===== src/rtl/pc_fetch_ctrl.sv =====
// Program-counter sequencer: owns PC, issues one fetch per PC value, steps/jumps/pauses/stops.
// Latency: 2 cycles per instruction minimum (FETCH with immediate ack, then ADV); all outputs registered.
// Backpressure: FetchReq holds with PC stable until FetchAck; WAIT_MAX+1 unacked cycles -> ERR.
// Optional feature: define PC_FETCH_WRAP_EN to wrap PC to 0 after LAST_ADDR instead of stopping in DONE.
module pc_fetch_ctrl #(
  parameter int PC_W      = 4,
  parameter int LAST_ADDR = 15,
  parameter int WAIT_MAX  = 7
) (
  input  logic            MainClock,
  input  logic            ClearN,
  input  logic            Start,
  input  logic            Halt,
  input  logic            StepMode,
  input  logic            StepReq,
  input  logic            JumpEn,
  input  logic [PC_W-1:0] JumpAddr,
  input  logic            FetchAck,
  output logic            FetchReq,
  output logic [PC_W-1:0] PC,
  output logic            Running,
  output logic            Done,
  output logic            Timeout
);

  localparam logic [PC_W-1:0] LAST_PC  = PC_W'(LAST_ADDR);
  localparam logic [7:0]      WAIT_LIM = 8'(WAIT_MAX);

  typedef enum logic [2:0] {
    sIdle,
    sFetch,
    sAdv,
    sPause,
    sDone,
    sErr
  } state_t;

  state_t          state;
  logic [7:0]      waitCnt;

  logic            atLast;
  logic            advStay;
  logic            advDone;
  logic [PC_W-1:0] advPc;
  logic            pauseGo;

  assign atLast  = (PC == LAST_PC);
  // Halt and StepMode are only honoured at the instruction boundary (ADV).
  assign advStay = Halt | StepMode;
  // A single step request wins over Start; otherwise Halt blocks Start.
  assign pauseGo = (StepMode & StepReq) | (Start & ~Halt);

`ifdef PC_FETCH_WRAP_EN
  // Jump beats the end-of-program wrap; the run never terminates.
  assign advPc   = JumpEn ? JumpAddr : (atLast ? '0 : PC + PC_W'(1));
  assign advDone = 1'b0;
`else
  // Jump beats the end-of-program stop; PC is left on LAST_ADDR when stopping.
  assign advPc   = JumpEn ? JumpAddr : (atLast ? PC : PC + PC_W'(1));
  assign advDone = ~JumpEn & atLast;
`endif

  // Sequencer FSM with registered outputs.
  always_ff @(posedge MainClock or negedge ClearN) begin
    if (!ClearN) begin
      state    <= sIdle;
      PC       <= '0;
      waitCnt  <= '0;
      FetchReq <= 1'b0;
      Running  <= 1'b0;
      Done     <= 1'b0;
      Timeout  <= 1'b0;
    end else begin
      case (state)
        sIdle: begin
          if (Start) begin
            state    <= sFetch;
            PC       <= '0;
            waitCnt  <= '0;
            FetchReq <= 1'b1;
            Running  <= 1'b1;
          end
        end

        sFetch: begin
          // An ack on the limit cycle still completes the fetch.
          if (FetchAck) begin
            state    <= sAdv;
            FetchReq <= 1'b0;
            waitCnt  <= '0;
          end else if (waitCnt == WAIT_LIM) begin
            state    <= sErr;
            FetchReq <= 1'b0;
            Running  <= 1'b0;
            Timeout  <= 1'b1;
          end else begin
            waitCnt <= waitCnt + 8'd1;
          end
        end

        sAdv: begin
          PC <= advPc;
          if (advDone) begin
            state   <= sDone;
            Running <= 1'b0;
            Done    <= 1'b1;
          end else if (advStay) begin
            state   <= sPause;
            Running <= 1'b0;
          end else begin
            state    <= sFetch;
            FetchReq <= 1'b1;
          end
        end

        sPause: begin
          if (pauseGo) begin
            state    <= sFetch;
            FetchReq <= 1'b1;
            Running  <= 1'b1;
          end
        end

        sDone: begin
          if (Start) begin
            state    <= sFetch;
            PC       <= '0;
            waitCnt  <= '0;
            Done     <= 1'b0;
            FetchReq <= 1'b1;
            Running  <= 1'b1;
          end
        end

        sErr: begin
          // Retry the same PC with a fresh wait budget.
          if (Start) begin
            state    <= sFetch;
            waitCnt  <= '0;
            Timeout  <= 1'b0;
            FetchReq <= 1'b1;
            Running  <= 1'b1;
          end
        end

        default: begin
          state    <= sIdle;
          FetchReq <= 1'b0;
          Running  <= 1'b0;
        end
      endcase
    end
  end

endmodule


===== config.mk =====
export PLATFORM = sky130hd
export DESIGN_NAME = pc_fetch_ctrl
export DESIGN_NICKNAME = d
export VERILOG_FILES = /design/src/rtl/pc_fetch_ctrl.sv
export SDC_FILE = /design/constraint.sdc
export NUM_CORES = 1
export LEC_CHECK = 0
export ABC_AREA = 1
export CORE_UTILIZATION = 30
export CTS_BUF_LIST = sky130_fd_sc_hd__clkbuf_16
export CTS_CLUSTER_SIZE = 14
export DETAILED_ROUTE_END_ITERATION = 6
export PLACE_DENSITY_LB_ADDON = 0.08
export SLEW_MARGIN = 25
export SYNTH_ARGS = -nofsm -noshare
export SYNTH_HDL_FRONTEND = slang
export SYNTH_SLANG_ARGS = --single-unit

===== constraint.sdc =====
create_clock -name MainClock -period 1.75 [get_ports MainClock]
set_clock_uncertainty 0.2 [all_clocks]
set_input_delay 0.4375 -clock MainClock [delete_from_list [all_inputs] [get_ports MainClock]]
set_output_delay 0.4375 -clock MainClock [all_outputs]
set_load 0.02 [all_outputs]

[After elaboration in Yosys (flattened, before gate mapping)]
Cells that the tools add are included.
Storage, ports and cells
  flip-flop bits (word level): 19
  latch bits: 0
  RAM bits: 0
  memory bits (read-only): 0
  bits of input ports: 12
  output and inout bits: 8
  logic and storage cells: 83
  memories kept: 0
Operators by class
  add/subtract/negate cells: 2
  multipliers: 0
  divide/modulo/power cells: 0
  magnitude comparators: 0
  eq/ne operators: 21
  shift-type cells: 0
  mux-type cells: 32
  bitwise gates (word level): 7
  reductions and logical operators: 14
Operators with widths (count)
  8-bit 2-to-1 mux: 3
  2-bit inequality test, second input constant: 8
  8-bit one-hot mux with 2 select lines: 1
  3-bit 2-to-1 mux: 5
  1-bit 2-to-1 mux: 13
  4-bit 2-to-1 mux: 3
  3-bit inequality test, second input constant: 4
  3-bit one-hot mux with 4 select lines: 1
  3-bit AND reduction: 4
  5-bit AND reduction: 2
  8-bit by 1-bit adder with 8-bit output, second input constant: 1
  8-bit by 3-bit equality test with 1-bit output, second input constant: 1
  1-bit one-hot mux with 4 select lines: 2
  4-bit one-hot mux with 2 select lines: 1
  2-bit nonzero test: 4
  3-bit by 2-bit equality test with 1-bit output, second input constant: 2
  3-bit equality test, second input constant: 2
  4-bit by 1-bit adder with 4-bit output, second input constant: 1
  4-bit equality test, second input constant: 1
  2-bit by 1-bit inequality test with 1-bit output, second input constant: 2
  1-bit one-hot mux with 2 select lines: 2
  4-bit AND reduction: 1
  1-bit bitwise AND: 3
  3-bit by 1-bit equality test with 1-bit output, second input constant: 1
  6 further kinds: 8

[Depth between registers and ports, before layout]
Gate-level depths: netlist of run 1.
  word-level depth: 5
  mapped depth: 10
  mapped depth without buffers: 10

[Worst setup path after synthesis of run 1]
Ideal clock, no wire load.
  path type: reg2reg
  start: reg PC[0]
  end: reg Running
  library setup time: 0.117 ns
  data arrival time: 1.297 ns
  data required time: 1.433 ns
  slack: 0.136 ns
  cell stages (with the launch flop): 9
  path buffers: 0
  period minus slack after synthesis: 1.614 ns
  cells stage by stage: dfrtp_1 -> ha_1 -> nand4_1 -> nand2_2 -> inv_1 -> nand2_1 -> nand3_1 -> nand2_1 -> nand2_1
Between the ends
  word-level cells in the longest chain between the ends: 4
  elaborated cells between the ends (all ways): 6
  classes of those cells: eq/ne: 2; mux: 2; bitwise: 1; reduce/logical: 1
Ends and longest elaborated chain
  start, declared: RTL line 20  | output logic [PC_W-1:0] PC,
  start signal, assigned: RTL line 102  | PC <= advPc;
  4-bit equality test (*): RTL line 47  | assign atLast = (PC == LAST_PC);
  1-bit bitwise AND (*): RTL line 60  | assign advDone = ~JumpEn & atLast;
  3-bit inequality test (no line) or 1-bit 2-to-1 mux (tied branches)
  5-bit AND reduction (no line) or 1-bit one-hot mux with 4 select lines (tied branches)
  end signal, assigned: RTL line 70  | Running <= 1'b0;
  end signal, assigned: RTL line 81  | Running <= 1'b1;
  end signal, assigned: RTL line 94  | Running <= 1'b0;
  end, declared: RTL line 21  | output logic Running,
Mark *: on every way between the ends. The rest lies on a longest branch, timed or not.
A chain may end at the register's enable or synchronous reset.

[Worst setup path after layout of run 1]
  start: reg PC[0]
  end: out PC[0]
No word-level cell between the ends.

==> summary.md, run 1 <==
| Metric | Value |
|---|---|
| Leak Pwr | `0.8671 nW` |
| CP Data Required Time | `1.11 ns` |
| Syn Inst Count | `178` |
| Worst r2r path cells | `10` |
| DRT iter0 DRCs | `62` |
| TritonCTS clock tree | `done` |
| Tightest Pin Transition | `0.2969 ns` |
| RD Place Congestion | `0.8112` |
| Sequential area share after synthesis | `0.3889` |
| Hold-critical path depth | `2` |
| Initial Util | `0.3242` |
| Flop2flop setup slack | `0.1 ns` |
| CP Buf/Inv Count | `1` |
| Clock latency on the worst-skew pair | `0.25 ns` |
| CP Cell Sequence | `dlygate4sd2_1` |
| Placed Cells | `259` |
| First-pass GRT wire length | `5.568 mm` |
| Flops & latches, synth | `19` |
| # DRC | `0` |
| Max-Slew Margin vs Limit | `0.8005` |
| Post-DP HPWL | `2.422 mm` |
| N_diodes | `0` |
| Routed len/inst | `11.61 µm` |
| Synthesized area per cell | `6.868 µm²` |
| Pins Over Slew Limit | `0` |
| Crit start category | `flip-flop` |
| Post-Layout Inst Area | `1665 µm²` |
| Via count | `1280` |
| Outcome | `completed` |
| Final worst-path cycle share | `0.9456` |
| Die H | `65.84 µm` |
| Gr ovfl total | `0` |
| Post-DR vias/cell | `4.848` |
| Area after DPL | `1578 µm²` |
| Clock transition at the registers of the reported paths | `0.06 ns` |
| Crit path depth | `1` |
| Finished Layout Cells | `264` |
| CP delay by family, top | `flip-flops` |
| Core area | `3771 µm²` |
| Layout cells sized above 1 | `0.1667` |
| First-pass DRT Iterations | `4` |
| ANT nets after route | `0` |
| Synth Net Count | `192` |
| Die area | `4334 µm²` |
| H-tree depth | `1` |
| CP max FO | `5` |
| Post-layout min period | `1.655 ns` |
| CTS Buf Count | `3` |
| Vias in the first global route | `1244` |
| Synthesized area | `1222 µm²` |
| Number of max-cap violations | `0` |
| Final net count | `231` |
| Setup crit end kind | `output pin` |
| Final Core Density | `0.4416` |
| Final Hold Fails | `0` |
| # rows | `22` |
| Sinks on the clock net | `19` |
| VDD IR max | `0.7882 mV` |
| Max Clk Rate | `604.3 MHz` |
| Slowest cell on crit path | `dfrtp_1` |
| I/O pin cnt | `20` |
| Largest stage delay on the critical path | `0.41 ns` |
| Root Buffer Master | `clkbuf_16` |
| Die width | `65.84 µm` |
| HP Class | `reg -> reg` |
| Syn. warnings | `0` |
| Largest net degree at the start of global routing | `20` |
| # hold bufs at CTS | `0` |
| CTS Buffer Depth | `2` |
| Input/output buffers | `19` |
| Filler cell count | `387` |
| Syn-to-layout area delta | `36.23%` |
| Routed WL | `3.065 mm` |
| Antenna violations before repair | `0` |
| GRT Overall Usage | `0.1661` |
| Final setup violating endpoints | `0` |
| Power Dens Cells | `1400 nW/µm²` |
| Worst path arrival time | `1.02 ns` |
| Netlist cell types | `23` |
| RSZ-0062 raised after global routing | `yes` |
| Crit Path Class | `reg -> out` |
==> cells in the final DEF, fill, tap and decap left out, types with 4 or more instances in the layout <==
cell and count:
nand2_1 47, dlygate4sd2_1 8, nand2_2 4, nor2_1 25
o21ai_0 8, dfrtp_1 19, o21ai_1 4, inv_1 19
nor2_2 4, buf_4 15, clkdlybuf4s50_1 10, a21oi_1 7
nand3_1 17, nand4_1 6
==> metal layers <==
metal	GRT usage	share of wire	up-vias
met4	0.04891	0.014	0
met3	0.03276	0.034	4
met5	0	0	-
li1	-	-	657
met1	0.2125	0.48	596
met2	0.2793	0.47	23
==> worst register-to-register path: stages, from the launching register on <==
cell and delay, ns:
dfrtp_1 0.42, inv_2 0.14, nand2_2 0.09, nand2_4 0.11, nor2_2 0.07, nor2_2 0.17
nand2_4 0.13, inv_4 0.08, nand2_1 0.05, nand2_1 0.06, inv_1 0.03
==> layout make-up <==
class | instances | area (µm²) | share of cell area
inverters | 23 | 88.84 | 0.05334
multi-input cells | 136 | 665.6 | 0.3997
clock inverters | 1 | 5.005 | 0.003005
flip-flops and latches | 19 | 475.5 | 0.2855
clock buffers | 3 | 75.07 | 0.04508
well taps | 48 | 60.06 | 0.03606
repair buffers | 34 | 295.3 | 0.1773
==> synthesized netlist by cell type, drive strengths merged <==
cell    count  share of area
nand2      53           0.18
nor2       30           0.10
inv        23          0.073
dfrtp      19           0.39
nand3      18          0.078
o21ai      12          0.049
a21oi       7          0.029
nand4       6          0.031
ha          2          0.020
nor3        2         0.0082
xor2        2          0.014
mux2i       1         0.0082
o221ai      1         0.0072
o22ai       1         0.0051
or2         1         0.0051
==> power breakdown <==
part	total, mW	switching [mW]	internal, mW
Combinational	1.15	0.705	0.449
Clock	0.486	0.180	0.307
Sequential	0.690	0.127	0.564
==> final timing paths <==
kind	from	end
max	PC[0]	PC[0]
max in group asynchronous	ClearN	waitCnt[0]
max reg2reg	state[2]	waitCnt[5]
min in group asynchronous	ClearN	waitCnt[3]
min	Timeout	Timeout
min reg2reg	Timeout	Timeout
==> stage by stage <==
step           power [mW]  TNS (ns)  hold WS (ns)  setup WS, ns
2_1_floorplan       1.445         0      -0.05809        0.1356
3_3_place_gp        1.905    -1.331        0.2572       -0.1683
3_5_place_dp        1.898    -1.466        0.2695       -0.1793
4_1_cts             2.350         0        0.2829       0.04644
5_1_grt             2.538  -0.04752        0.3205      -0.02799
6_report            2.331         0        0.2815       0.09528
==> registers in the layout, summed over array words and instances, names as in the netlist <==
register / flops
waitCnt: 8
Done: 1
state: 3
Running: 1
FetchReq: 1
PC: 4
Timeout: 1
==> kinds of logic after synthesis <==
logic type | Yosys count | synth area share
and+or+nand+nor | 110 | 0.4053
xor gates and xnor gates | 2 | 0.01433
AOI/OAI and AO/OA | 21 | 0.09008
muxes | 1 | 0.008189
adders and majority gates | 2 | 0.02047
DFF | 19 | 0.3889
buffers and inverters | 23 | 0.07268
==> what timing repair did <==
action | in CTS | in global routing
gates resized for setup | 8 | 5
pin swaps | 0 | 2
endpoints found under the setup margin | 8 | 12
hold endpoints to repair | 0 | 0
setup buffers | 0 | 1
No activity file was read; power rests on OpenSTA's default activity.
==> run 2, diff against run 1 <==
--- a/config.mk
+++ b/config.mk
@@ -10,6 +10,7 @@
 export CTS_BUF_LIST = sky130_fd_sc_hd__clkbuf_16
 export CTS_CLUSTER_SIZE = 14
 export DETAILED_ROUTE_END_ITERATION = 6
+export GPL_TIMING_DRIVEN = 0
 export PLACE_DENSITY_LB_ADDON = 0.08
 export SLEW_MARGIN = 25
 export SYNTH_ARGS = -nofsm -noshare
==> run 2 against run 1 <==
Register-to-register slack gained 0.02 ns; first-iteration DRC count rose by 55%; highest routed layer unchanged; die area did not move; combinational power grew 6%; hold slack got worse by 0.018 ns; global-route usage shrank 0.41 points; maximum frequency shrank 1.3%.
==> summary.md, run 2 (same netlist as run 1, synthesis figures left out) <==
| Metric | Value |
|---|---|
| Initial Util | `0.3242` |
| Max-Slew Margin vs Limit | `0.6913` |
| Power Dens Cells | `1473 nW/µm²` |
| Flop2flop setup slack | `0.12 ns` |
| Input/output buffers | `19` |
| Commonest non-fill, non-tap cell in the layout | `nand2_1` |
| Most flops, register | `waitCnt` |
| CP Buf/Inv Count | `1` |
| VDD IR max | `0.6856 mV` |
| Filler cell count | `380` |
| Post-DR vias/cell | `4.903` |
| Pins Over Slew Limit | `0` |
| Max Clk Rate | `596.5 MHz` |
| Footprint of the multi-input gates | `684.4 µm²` |
| DRT iter0 DRCs | `96` |
| Outcome | `completed` |
| Crit start category | `flip-flop` |
| Worst r2r path cells | `10` |
| Biggest regs | `waitCnt: 8 flops, PC: 4 flops, state: 3 flops` |
| Register area | `478.0 µm²` |
| First-pass DRT Iterations | `4` |
| # rows | `22` |
| HP Start | `Running` |
| Final Hold Fails | `0` |
| Antenna violations before repair | `0` |
| CP max FO | `6` |
| Leak Pwr | `0.8350 nW` |
| Largest net degree at the start of global routing | `20` |
| Most frequent cells in the layout | `nand2_1, nor2_1, inv_1` |
| Finished Layout Cells | `259` |
| Tightest Pin Transition | `0.4630 ns` |
| Via count | `1270` |
| Pwr Total | `2.413 mW` |
| Layout cells sized above 1 | `0.1659` |
| Worst Hold End | `Running` |
| Placed Cells | `245` |
| Slowest cell on crit path | `dfrtp_1` |
| CP delay by family, top | `flip-flops` |
| CP Data Required Time | `1.11 ns` |
| Die width | `65.84 µm` |
| Final net count | `226` |
| Die area | `4334 µm²` |
| Gr ovfl total | `0` |
| Core area | `3771 µm²` |
| Setup TNS | `0 ns` |
| Post-layout min period | `1.676 ns` |
| Post-DP HPWL | `2.294 mm` |
| First-pass GRT wire length | `5.278 mm` |
| Number of max-cap violations | `0` |
| RD Place Congestion | `0.8234` |
| Worst path arrival time | `1.04 ns` |
| Syn-to-layout area delta | `33.98%` |
| RR Startpoint | `state[2]` |
| Post-Layout Inst Area | `1638 µm²` |
| Crit Path Class | `reg -> out` |
| Reg2reg end | `waitCnt[5]` |
| ANT nets after route | `0` |
| Sinks on the clock net | `19` |
| TritonCTS clock tree | `done` |
| Routed WL | `3.087 mm` |
| Final setup violating endpoints | `0` |
| N_diodes | `0` |
| Vias in the first global route | `1156` |
| CTS Buf Count | `3` |
| Area after DPL | `1473 µm²` |
| RSZ-0062 raised after global routing | `no` |
| Hold-critical path depth | `2` |
| HP Class | `reg -> reg` |
| Root Buffer Master | `clkbuf_16` |
| Clock transition at the registers of the reported paths | `0.06 ns` |
| Final worst-path cycle share | `0.9579` |
| CTS Buffer Depth | `2` |
| I/O pin cnt | `20` |
| # DRC | `0` |
| Routed len/inst | `11.92 µm` |
| Die H | `65.84 µm` |
| H-tree depth | `1` |
| CP Cell Sequence | `dlygate4sd2_1` |
| Setup crit end kind | `output pin` |
| Max reg flops | `8` |
| Largest stage delay on the critical path | `0.42 ns` |
| Clock latency on the worst-skew pair | `0.25 ns` |
| GRT Overall Usage | `0.1620` |
-- run 2: cell types whose count changed in the layout (fill, tap and decap cells not counted), moves of 2 or more --
cell	change
buf_4	-7
dfrtp_2	+2
dfrtp_1	-2
clkdlybuf4s50_1	-2
nor2_4	+2
-- run 2: where the power goes --
group | leakage (nW) | switching (mW) | total (mW) | internal (mW)
Clock | 0.0409 | 0.178 | 0.485 | 0.307
Sequential | 0.248 | 0.138 | 0.705 | 0.568
Combinational | 0.546 | 0.728 | 1.22 | 0.495
-- run 2: worst max-delay path by stage --
| stage | start | to | cells past startpoint |
|---|---|---|---|
| floorplan | PC[0] | Running | 8 |
| global placement | JumpEn | Running | 9 |
| detailed placement | JumpEn | Running | 9 |
| CTS | Start | FetchReq | 8 |
| global route | PC[1] | Running | 8 |
| finish | PC[2] | PC[2] | 1 |
-- run 2: layout make-up --
class                   instances  share of cell area
multi-input cells             137              0.4179
flip-flops and latches         19              0.2918
inverters                      23             0.05424
clock inverters                 1            0.003056
well taps                      48             0.03667
repair buffers                 28              0.1505
clock buffers                   3             0.04584
-- run 2: stage by stage --
stage / hold slack (ns) / utilization / setup slack, ns
final: 0.2637 / 0.4343 / 0.07363
after global routing: 0.2908 / 0.4343 / 0.0007788
after CTS: 0.2687 / 0.4088 / 0.02561
after detailed placement: 0.2584 / 0.3905 / -0.4086
after global placement: 0.2571 / 0.3905 / -0.4029
after floorplan: -0.05809 / - / 0.1356
-- run 2: routing by layer --
layer  track usage  part of all wire
met4       0.06793             0.016
met1        0.2009              0.46
met3       0.04138             0.050
met5             0                 0
met2        0.2640              0.47
-- run 2: repair_timing --
item | in CTS | in global routing
gates cloned | 0 | 1
hold buffers | 0 | 1
setup buffers | 0 | 8
gates resized for setup | 11 | 10
endpoints found under the hold margin | 0 | 19
setup endpoints to repair | 15 | 14
pin swaps | 0 | 5
==> run 3, diff against run 2 <==
--- a/config.mk
+++ b/config.mk
@@ -6,6 +6,7 @@
 export NUM_CORES = 1
 export LEC_CHECK = 0
 export ABC_AREA = 1
+export CAP_MARGIN = 20
 export CORE_UTILIZATION = 30
 export CTS_BUF_LIST = sky130_fd_sc_hd__clkbuf_16
 export CTS_CLUSTER_SIZE = 14
==> results of run 3 <==
Same layout as run 2: the final DEF is identical, and so are final timing and power.
